[src/rtl/mc_controller.sv]
// Multi-cycle instruction sequencer: walks IF/ID/EXE/MEM/WB per instruction and
// drives the datapath strobes combinationally from the current state.
module mc_controller (
    input  logic       clk,
    input  logic       reset,
    input  logic [5:0] op,
    input  logic [5:0] funct,
    input  logic       zero,
    output logic       PCwrt,
    output logic       IRwrt,
    output logic       regWrt,
    output logic       memToReg,
    output logic       ALUsrcA,
    output logic       ALUsrcB,
    output logic       extOp,
    output logic       memWrt,
    output logic       memRd,
    output logic       jump,
    output logic       branch,
    output logic [2:0] ALUctr,
    output logic [2:0] state,
    output logic       halted
);

    typedef enum logic [2:0] {
        S_IF   = 3'b000,
        S_ID   = 3'b001,
        S_EXE  = 3'b010,
        S_MEM  = 3'b011,
        S_WB   = 3'b100,
        S_HALT = 3'b101
    } state_t;

    localparam logic [5:0] OP_RTYPE = 6'b000000;
    localparam logic [5:0] OP_ADDIU = 6'b001001;
    localparam logic [5:0] OP_ANDI  = 6'b001100;
    localparam logic [5:0] OP_ORI   = 6'b001101;
    localparam logic [5:0] OP_SLTI  = 6'b001010;
    localparam logic [5:0] OP_SW    = 6'b101011;
    localparam logic [5:0] OP_LW    = 6'b100011;
    localparam logic [5:0] OP_BEQ   = 6'b000100;
    localparam logic [5:0] OP_BNE   = 6'b000101;
    localparam logic [5:0] OP_BLTZ  = 6'b000001;
    localparam logic [5:0] OP_J     = 6'b000010;
    localparam logic [5:0] OP_HALT  = 6'b111111;

    localparam logic [5:0] FN_ADD = 6'b100000;
    localparam logic [5:0] FN_SUB = 6'b100010;
    localparam logic [5:0] FN_AND = 6'b100100;
    localparam logic [5:0] FN_OR  = 6'b100101;
    localparam logic [5:0] FN_SLL = 6'b000000;

    state_t     st;
    state_t     st_nxt;
    logic [5:0] op_q;
    logic [5:0] funct_q;

    function automatic logic funct_ok(input logic [5:0] f);
        return (f == FN_ADD) || (f == FN_SUB) || (f == FN_AND) ||
               (f == FN_OR)  || (f == FN_SLL);
    endfunction

    // Opcodes that proceed into EXE; j and halt are resolved in ID itself.
    function automatic logic goes_to_exe(input logic [5:0] o, input logic [5:0] f);
        case (o)
            OP_RTYPE:                              return funct_ok(f);
            OP_ADDIU, OP_ANDI, OP_ORI, OP_SLTI,
            OP_SW, OP_LW, OP_BEQ, OP_BNE, OP_BLTZ: return 1'b1;
            default:                               return 1'b0;
        endcase
    endfunction

    function automatic logic [2:0] alu_sel(input logic [5:0] o, input logic [5:0] f);
        case (o)
            OP_RTYPE: begin
                case (f)
                    FN_SUB:  return 3'b001;
                    FN_SLL:  return 3'b010;
                    FN_OR:   return 3'b011;
                    FN_AND:  return 3'b100;
                    default: return 3'b000;
                endcase
            end
            OP_BEQ, OP_BNE:   return 3'b001;
            OP_ORI:           return 3'b011;
            OP_ANDI:          return 3'b100;
            OP_SLTI, OP_BLTZ: return 3'b110;
            default:          return 3'b000;
        endcase
    endfunction

    function automatic logic ext_sel(input logic [5:0] o);
        return (o == OP_ANDI) || (o == OP_SW) || (o == OP_LW) ||
               (o == OP_BEQ)  || (o == OP_BNE) || (o == OP_BLTZ);
    endfunction

    function automatic logic is_branch(input logic [5:0] o);
        return (o == OP_BEQ) || (o == OP_BNE) || (o == OP_BLTZ);
    endfunction

    always_ff @(posedge clk or posedge reset) begin
        if (reset) begin
            st      <= S_IF;
            op_q    <= 6'd0;
            funct_q <= 6'd0;
        end else begin
            st <= st_nxt;
            if (st == S_ID) begin
                op_q    <= op;
                funct_q <= funct;
            end
        end
    end

    always_comb begin
        st_nxt   = S_IF;
        PCwrt    = 1'b0;
        IRwrt    = 1'b0;
        regWrt   = 1'b0;
        memToReg = 1'b0;
        ALUsrcA  = 1'b0;
        ALUsrcB  = 1'b0;
        extOp    = 1'b0;
        memWrt   = 1'b0;
        memRd    = 1'b0;
        jump     = 1'b0;
        branch   = 1'b0;
        ALUctr   = 3'b000;

        // ALU operand controls stay stable for the whole execute/memory/writeback span.
        if (st == S_EXE || st == S_MEM || st == S_WB) begin
            ALUctr  = alu_sel(op_q, funct_q);
            ALUsrcA = !(op_q == OP_RTYPE && funct_q == FN_SLL);
            ALUsrcB = (op_q == OP_RTYPE);
            extOp   = ext_sel(op_q);
        end

        case (st)
            S_IF: begin
                IRwrt  = 1'b1;
                st_nxt = S_ID;
            end
            S_ID: begin
                if (op == OP_J) begin
                    PCwrt  = 1'b1;
                    jump   = 1'b1;
                    st_nxt = S_IF;
                end else if (op == OP_HALT) begin
                    st_nxt = S_HALT;
                end else if (goes_to_exe(op, funct)) begin
                    st_nxt = S_EXE;
                end else begin
                    PCwrt  = 1'b1;
                    st_nxt = S_IF;
                end
            end
            S_EXE: begin
                if (is_branch(op_q)) begin
                    PCwrt  = 1'b1;
                    branch = (op_q == OP_BEQ) ? zero : ~zero;
                    st_nxt = S_IF;
                end else if (op_q == OP_LW || op_q == OP_SW) begin
                    st_nxt = S_MEM;
                end else begin
                    st_nxt = S_WB;
                end
            end
            S_MEM: begin
                if (op_q == OP_SW) begin
                    memWrt = 1'b1;
                    PCwrt  = 1'b1;
                    st_nxt = S_IF;
                end else if (op_q == OP_LW) begin
                    memRd  = 1'b1;
                    st_nxt = S_WB;
                end else begin
                    st_nxt = S_IF;
                end
            end
            S_WB: begin
                regWrt = 1'b1;
                PCwrt  = 1'b1;
                if (op_q == OP_LW) begin
                    memToReg = 1'b1;
                    memRd    = 1'b1;
                end
                st_nxt = S_IF;
            end
            S_HALT: st_nxt = S_HALT;
            default: st_nxt = S_IF;
        endcase
    end

    assign state  = st;
    assign halted = (st == S_HALT);

endmodule

[config.mk]
export PLATFORM = sky130hd
export DESIGN_NAME = mc_controller
export DESIGN_NICKNAME = d
export VERILOG_FILES = /design/src/rtl/mc_controller.sv
export SDC_FILE = /design/constraint.sdc
export NUM_CORES = 1
export LEC_CHECK = 0
export ABC_CLOCK_PERIOD_IN_PS = 1700
export BUFFER_PORTS_ARGS = -buffer_cell sky130_fd_sc_hd__buf_2
export CELL_PAD_IN_SITES_DETAIL_PLACEMENT = 0
export CELL_PAD_IN_SITES_GLOBAL_PLACEMENT = 1
export CORE_UTILIZATION = 34
export CTS_CLUSTER_DIAMETER = 120
export DETAILED_ROUTE_END_ITERATION = 8
export PLACE_DENSITY_LB_ADDON = 0.1
export SYNTH_ARGS = -nofsm -noshare
export SYNTH_HDL_FRONTEND = slang
export SYNTH_SLANG_ARGS = --single-unit
[constraint.sdc]
create_clock -name clk -period 1.7 [get_ports clk]
set_clock_uncertainty 0.2 [all_clocks]
set_input_delay 0.085 -clock clk [delete_from_list [all_inputs] [get_ports clk]]
set_output_delay 0.085 -clock clk [all_outputs]
set_load 0.02 [all_outputs]
### After elaboration in Yosys (flattened, before gate mapping)

Index checks and enable logic that the tools add are counted.
W data, S select, Z words.

| operators by class | value |
|---|---|
| bitwise operators | 1 |
| magnitude comparators | 0 |
| multipliers | 0 |
| reductions and logical operators | 24 |
| shift-type cells | 0 |
| divide/modulo/power cells | 0 |
| equal/unequal tests | 31 |
| mux-type cells | 36 |
| add/subtract/negate cells | 0 |

Operator list:

| cell | count |
|---|---|
| $eq A6 B6 Y1 const B | 12 |
| $eq A6 B4 Y1 const B | 7 |
| $pmux W3 S5 | 2 |
| $eq A6 B3 Y1 const B | 4 |
| $logic_not A6 Y1 | 4 |
| $mux W1 | 22 |
| $mux W3 | 7 |
| $logic_or A1 B1 Y1 | 14 |
| $eq A6 B1 Y1 const B | 2 |
| $pmux W3 S4 | 1 |
| $reduce_or A9 Y1 | 1 |
| $eq A3 B2 Y1 const B | 2 |
| $eq A3 B3 Y1 const B | 2 |
| $eq A6 B2 Y1 const B | 1 |
| $pmux W1 S2 | 2 |
| $pmux W1 S4 | 1 |
| $reduce_or A2 Y1 | 2 |
| $eq A3 B1 Y1 const B | 1 |
| $logic_not A3 Y1 | 1 |
| $mux W2 | 1 |
| $logic_and A1 B1 Y1 | 1 |
| $logic_not A1 Y1 | 1 |
| $not A1 Y1 | 1 |

| storage, ports and cells | value |
|---|---|
| bits of input ports | 15 |
| ROM bits | 0 |
| latch bits | 0 |
| register bits after elaboration | 15 |
| memories | 0 |
| logic and storage cells | 95 |
| memory bits (writable) | 0 |

### Depth between registers and ports, before layout

Gate-level depths: netlist of run 1.

| depth | value |
|---|---|
| word-level depth | 13 |
| depth in mapped cells | 7 |
| gate-level depth less buffers | 6 |

### Worst setup path before layout of run 1

OpenSTA, ideal clock, no wires.

| timing | value |
|---|---|
| kind | reg-to-output |
| start point | register st[1], in the netlist state[1] |
| end point | output ALUctr[0] |
| arrival time | 1831 ps |
| slack | -416 ps |
| buffers on the path | 1 |
| cell stages (with the launch flop) | 8 |
| data required time | 1415 ps |
| cells stage by stage | dfrtp_1 > buf_2 > nor2_2 > nand2_1 > inv_2 > nor2_1 > or3_4 > nor4_2 |

| on the way | value |
|---|---|
| longest elaborated chain between the ends | 4 |
| elaborated cells between the ends (all ways) | 6 |
| those cells by class | eq/ne (3); mux (1); reduce/logical (2) |

RTL lines:

| item | RTL line | source |
|---|---|---|
| start, declared | 53 | `state_t st;` |
| start signal, assigned | 107 | `st <= st_nxt;` |
| $eq A3 B2 Y1 | 131 | `if (st == S_EXE \|\| st == S_MEM \|\| st == S_WB) begin` |
| $logic_or A1 B1 Y1 | 131 |  |
| $logic_or A1 B1 Y1 (*) | 131 |  |
| $mux W3 (*) | 131 |  |
| end, declared | 20 | `output logic [2:0] ALUctr,` |

Mark *: on every way between the ends. The rest lies on a longest branch, timed or not.

### Worst setup path after layout of run 1

| timing | value |
|---|---|
| start point | register st[2], in the netlist state[2] |
| end point | output ALUctr[0] |

The elaborated chain is that of the path after synthesis.

==> summary.txt, run 1 <==
STA
  • PnR worst setup slack: -315 ps
  • Setup violators final: 14
  • Slew @ Worst Pin: a little under 600 ps
  • Hold Vio Cnt, Final: 0
  • Period utilisation layout: 119%
  • Final Max Slew Viols: 0
  • Slew headroom: 61.5%
  • Max Fclk: 496 MHz
  • Final min period: 2010 ps
  • RSZ-0062 raised after global routing: true

Clocking
  • Max H-tree Level: 1
  • Clk sinks: 15
  • CTS root buf: clkbuf_4
  • CTS Buf Count: 3
  • Clock Path Buffers: 2
  • Worst-Skew Late Latency: 280 ps
  • TritonCTS clock tree: built
  • CTS clock-pin slew for the worst setup and hold paths: 90 ps

Run status
  • Failing checks: negative setup slack
  • Status: finished with violations

Critical path
  • Worst path bufs/invs: 1
  • Critical Path Sink Type: output port
  • Top delay family on crit path: simple AND/OR/NAND/NOR gates
  • CP startpoint: state[2]
  • CP max stage cell: dfrtp_1
  • Crit-path cells: and2b_2 > nor2_2 > or3_4 > nor4_4 > buf_4
  • CP max FO: 4
  • CP arrival: 1730 ps
  • R2R setup slack: -90 ps
  • Reg2reg start: state[2]
  • Data required, critical path: 1410 ps
  • Max stage delay on crit path: 420 ps
  • Critical Path Start Type: register
  • Worst Setup Path Type: register to output port

Synth
  • Top FF cell, synth: dfrtp_1
  • Post-synth ARST share: 100%
  • Avg Inst Size Synth: about 8.9 um2
  • Yosys cell types: 47
  • Most frequent cell after synthesis: dfrtp_1
  • Top cells by count, synth: dfrtp_1 (15), nor2_1 (12), mux2_2 (8), nand2_1 (8)
  • Syn Inst Count: between 100 and 150
  • Synth Warn #: 0
  • Synth top area share: 33.8%
  • Syn Std Cell Area: 1110 um2
  • EDFF count, synth: 0
  • Seq/Total Area, Yosys: 33.8%
  • Yosys reg bits: 15
  • Top cells by area, synth: dfrtp_1 (34%), mux2_2 (8.1%), nor2_1 (4.1%)
  • Synth area leader: dfrtp_1
  • Post-synth net total: 140

Detailed routing
  • DR WL/cell: 13.2 um
  • Initial drt markers: 32
  • Via count: 1249
  • Post-Route WL: 3300 um
  • Antenna viol nets, final: 0
  • DRC: 0
  • DRT Pass-1 Iters: 4
  • Drt via density: 4.98

Power
  • Net Switching: 1.22 mW
  • Pwr dens: 1430 nW/um2
  • Int Pwr: between 1.5 and 2 mW
  • Clock Power Share: 7.1%
  • Sequential power share: 27.0%
  • Comb pwr share: 65.9%
  • Sw Ratio: a little over two fifths
  • VDD IR max: roughly 0.00073 V
  • Leak: 0.875 nW

Layout
  • Ant diodes: 0
  • Share of cells above drive strength 1: ~58%
  • Fin cells: 251
  • Net count, final: 223
  • Layout area overhead: 78.4%
  • Fill count: approximately 280

Place
  • Post-DP HPWL: 2380 um
  • Post-place setup slack: -144 ps
  • PortBufs: 32
  • RD Place Congestion: 0.779
  • DP Cell Count: 223

Job
  • Max cap viols: 0

Hold path
  • Hold Startpoint: op[1]
  • Hold Crit Class: input pin to register

Global route
  • Largest net degree at the start of global routing: 16
  • Grt total ovfl: 0
  • First-pass GRT wire length: 5420 um
  • Initial antenna violation count: 0
  • Vias in the first global route: 1191
  • GRT Util Overall: between 20% and 30%

Die
  • Starting Density: 36.1%
  • Die area: 3500 um2
  • Core Area: 3080 um2
  • Die Ht: 59.1 um
  • # IOs: 33
  • Die W: 59.1 um
  • Row count: 20
[worst paths after layout]
| kind | end | cells past startpoint |
|---|---|---|
| min reg2reg | funct_q[1] | 1 |
| min in group asynchronous | state[1] | 3 |
| max in group asynchronous | op_q[0] | 3 |
| max | ALUctr[0] | 5 |
| max reg2reg | funct_q[4] | 5 |
| min | state[1] | 3 |
[worst register-to-register path, cell delays in order, from the launching register on]
cell     delay, ps
dfrtp_1        420
buf_4          150
buf_6          120
or3_4          350
buf_6          140
mux2_1         300
[metal layers]
layer  track usage (%)  share of wire (%)  routed length (um)
met1              27.9                 47                1540
met2              35.4                 51                1680
met3              1.97                2.0                  65
met4              6.12               0.58                  19
met5                 0                  0                   0
[placed cells by master (no fill, tap or decap), drive strengths merged, types with 2 or more instances in the layout]
| cell | netlist | routed |
|---|---|---|
| a211oi | 2 | 2 |
| a21oi | 5 | 5 |
| a31oi | 3 | 3 |
| and3 | 2 | 2 |
| buf | 6 | 72 |
| clkbuf | 1 | 3 |
| dfrtp | 15 | 15 |
| dlygate4sd3 | 0 | 13 |
| inv | 8 | 8 |
| mux2 | 10 | 10 |
| nand2 | 8 | 8 |
| nand2b | 3 | 3 |
| nand3 | 2 | 2 |
| nand3b | 2 | 2 |
| nor2 | 13 | 13 |
| nor3 | 6 | 6 |
| nor3b | 2 | 2 |
| nor4 | 5 | 5 |
| nor4b | 2 | 2 |
| o21ai | 7 | 7 |
| o22ai | 3 | 3 |
| or2 | 2 | 2 |
| or3 | 3 | 3 |
[layout make-up]
cell class / instances / area [um2] / area share [%]
Sequential cell: 15 / 382 / 19.3
Multi-Input combinational cell: 95 / 815 / 41.2
Inverter: 8 / 30.0 / 1.52
Clock buffer: 3 / 22.5 / 1.14
Tap cell: 44 / 55.1 / 2.78
Timing Repair Buffer: 85 / 671 / 33.9
Clock inverter: 1 / 5.00 / 0.253
[cells by family after synthesis]
logic type,count (synthesis),synth area share (%)
multiplexers,11,11.0
buffers and inverters,15,5.97
flip-flops,15,33.8
AND/OR/NAND/NOR,55,30.9
XOR/XNOR,2,1.58
AO/OA/AOI/OAI,27,16.7
[registers in the layout, indices dropped and copies added, names as in the netlist]
register and cells:
op_q 6, state 3, funct_q 6
[metrics by stage]
step	hold slack (ps)	TNS (ps)	instance area (um2)	total power, mW	util, %
finish	109	-2440	1980	2.83	64.3
global route	119	-3890	1980	3.04	64.3
CTS	35.4	-2580	1880	2.62	61.0
detailed placement	-20.4	-413	1550	2.20	50.3
global placement	-25.2	-353	1550	2.17	50.3
floorplan	-214	-1050	1160	1.64	-
[power by group through the flow]
stage	clock (mW)	sequential, mW	combinational, mW
after global routing	0.231	0.791	2.02
after floorplan	0	0.701	0.936
after CTS	0.209	0.726	1.68
after detailed placement	0	0.729	1.47
final	0.200	0.765	1.87
after global placement	0	0.716	1.45
[timing repair]
item,CTS,global route
pin swaps,8,7
hold buffers,13,0
hold endpoints to repair,27,0
resized for setup,36,18
buffers inserted,7,6
endpoints found under the setup margin,12,24
gates cloned,0,1
(Power assumes the default switching activity.)
==> run 2, diff against run 1 <==
Settings changed: CORE_UTILIZATION 34 to 35, CTS_BUF_LIST set to sky130_fd_sc_hd__clkbuf_4 sky130_fd_sc_hd__clkbuf_8, GPL_TIMING_DRIVEN set to 0, SKIP_CTS_REPAIR_TIMING set to 1.
==> run 2 against run 1 <==
- the run still ends with negative setup slack left
- hold slack worse by 56 ps
- utilization down 6.9 points
- largest power group unchanged
- sequential share of layout area up 2.6 points
==> summary.txt, run 2 (synthesized netlist as in run 1, its figures left out) <==
STA
  • PnR worst setup slack: -447 ps (-132 ps)
  • Setup violators final: 16 (+2)
  • Slew headroom: 61.6% (+0.15 points)
  • Final Max Slew Viols: 0 (unchanged)
  • Hold Vio Cnt, Final: 0 (unchanged)
  • Setup TNS: -3930 ps (-1480 ps)
  • Period utilisation layout: 126% (+7.7 points)
  • Max Fclk: 466 MHz (-6.1%)
  • RSZ-0062 raised after global routing: true
  • Final min period: 2150 ps (+132 ps)
  • Slew @ Worst Pin: 575 ps (-2.31 ps)

Detailed routing
  • Antenna viol nets, final: 0 (unchanged)
  • DRT Pass-1 Iters: 4 (unchanged)
  • DRC: 0 (unchanged)
  • Post-Route WL: 2900 um (-12%)
  • Via count: 1158 (-7.3%)
  • DR WL/cell: 12.7 um (-3.9%)
  • Drt via density: 5.06 (+1.6%)
  • Initial drt markers: 25 (-22%)

Hold path
  • Worst hold path depth: 3 (unchanged)
  • Hold Crit Class: input pin to register

Die
  • # IOs: 33 (unchanged)
  • Die area: 3400 um2 (-2.8%)
  • Die Ht: 58.3 um (-1.4%)
  • Die W: 58.3 um (-1.4%)
  • Starting Density: 36.7% (+0.60 points)
  • Core Area: 3030 um2 (-1.6%)
  • Row count: 20 (unchanged)

Critical path
  • CP max FO: 4 (unchanged)
  • Critical Path Start Type: register
  • Data required, critical path: 1410 ps (about the same)
  • Worst Setup Path Type: register to output port
  • CP arrival: 1860 ps (+130 ps)
  • Critical Path Sink Type: output port
  • Reg2Reg Depth: 5 (unchanged)

Clocking
  • CTS Buf Count: 3 (unchanged)
  • Worst-Skew Late Latency: 280 ps (about the same)
  • TritonCTS clock tree: built
  • Max H-tree Level: 1 (unchanged)
  • CTS root buf: clkbuf_4
  • CTS clock-pin slew for the worst setup and hold paths: 100 ps (about the same)
  • Clk sinks: 15 (unchanged)
  • Clock Path Buffers: 2 (unchanged)

Layout
  • Ant diodes: 0 (unchanged)
  • Final Core Density: 57.4% (-6.9 points)
  • Most frequent cells in the layout: buf_2 (24), buf_4 (17), dlygate4sd3_1 (13)
  • Commonest non-fill, non-tap cell in the layout: buf_2
  • Share of cells above drive strength 1: 48.6% (-9.8 points)
  • Net count, final: 201 (-9.9%)
  • Layout area overhead: 56.6%

Power
  • Leak: 0.753 nW (-14%)
  • Total power: 2.47 mW (-13%)
  • Pwr dens: 1420 nW/um2 (-0.63%)
  • VDD IR max: 0.000635 V (-13%)

Global route
  • Initial antenna violation count: 0 (unchanged)
  • Grt total ovfl: 0 (unchanged)
  • First-pass GRT wire length: 4570 um (-16%)
  • Largest net degree at the start of global routing: 16 (unchanged)
  • GRT Util Overall: 17.8% (-2.9 points)
  • Vias in the first global route: 996 (-16%)

Place
  • RD Place Congestion: 0.818 (+4.9%)
  • Post-DP HPWL: 2150 um (-9.8%)
  • PortBufs: 32 (unchanged)
  • Post-place setup slack: -439 ps (-295 ps)

Job
  • Max cap viols: 0 (unchanged)

Run status
  • Failing checks: negative setup slack
  • Status: finished with violations
==> run 2: per-stage QoR <==
| step | instances | cell area, um2 | hold WS (ps) |
|---|---|---|---|
| after global routing | 229 | 1740 | 88.8 |
| after floorplan | 125 | 1160 | -214 |
| final | 229 | 1740 | 53.2 |
| after global placement | 201 | 1370 | -26.9 |
| after detailed placement | 201 | 1370 | -24.6 |
| after CTS | 205 | 1400 | -342 |
==> run 2: cell type report <==
cell class	count	area (um2)
Timing Repair Buffer	57	415
Clock buffer	3	22.5
Buffer	6	63.8
Inverter	8	32.5
Fill cell	265	1290
Sequential cell	15	380
Multi-Input combinational cell	95	763
Tap cell	44	55.1
Clock inverter	1	5.00
==> run 2: path summary, 6_finish.rpt <==
| path | from | endpoint | slack, ps |
|---|---|---|---|
| max | op_q[2] | PCwrt | -450 |
| min | op[1] | state[1] | 50 |
| max reg2reg | state[0] | funct_q[2] | -80 |
| min reg2reg | state[0] | state[0] | 370 |
| max in group asynchronous | reset | state[0] | 700 |
| min in group asynchronous | reset | op_q[4] | 190 |
==> run 2: per-layer routing <==
| metal | global-route usage, % | share of wire [%] | vias up |
|---|---|---|---|
| li1 | - | - | 582 |
| met1 | 25.2 | 50 | 544 |
| met2 | 28.7 | 46 | 30 |
| met3 | 1.54 | 3.5 | 2 |
| met4 | 6.12 | 0.59 | 0 |
| met5 | 0 | 0 | - |
==> run 2: critical path, stage by stage (launching register included) <==
cell	delay (ps)
dfrtp_1	380
buf_6	120
nand4b_4	180
or2_4	280
or3_4	340
o211ai_1	110
buf_4	170
==> run 2: power by group <==
part           switching [mW]  internal [mW]
combinational           0.733          0.752
clock                   0.120         0.0873
sequential              0.247          0.532
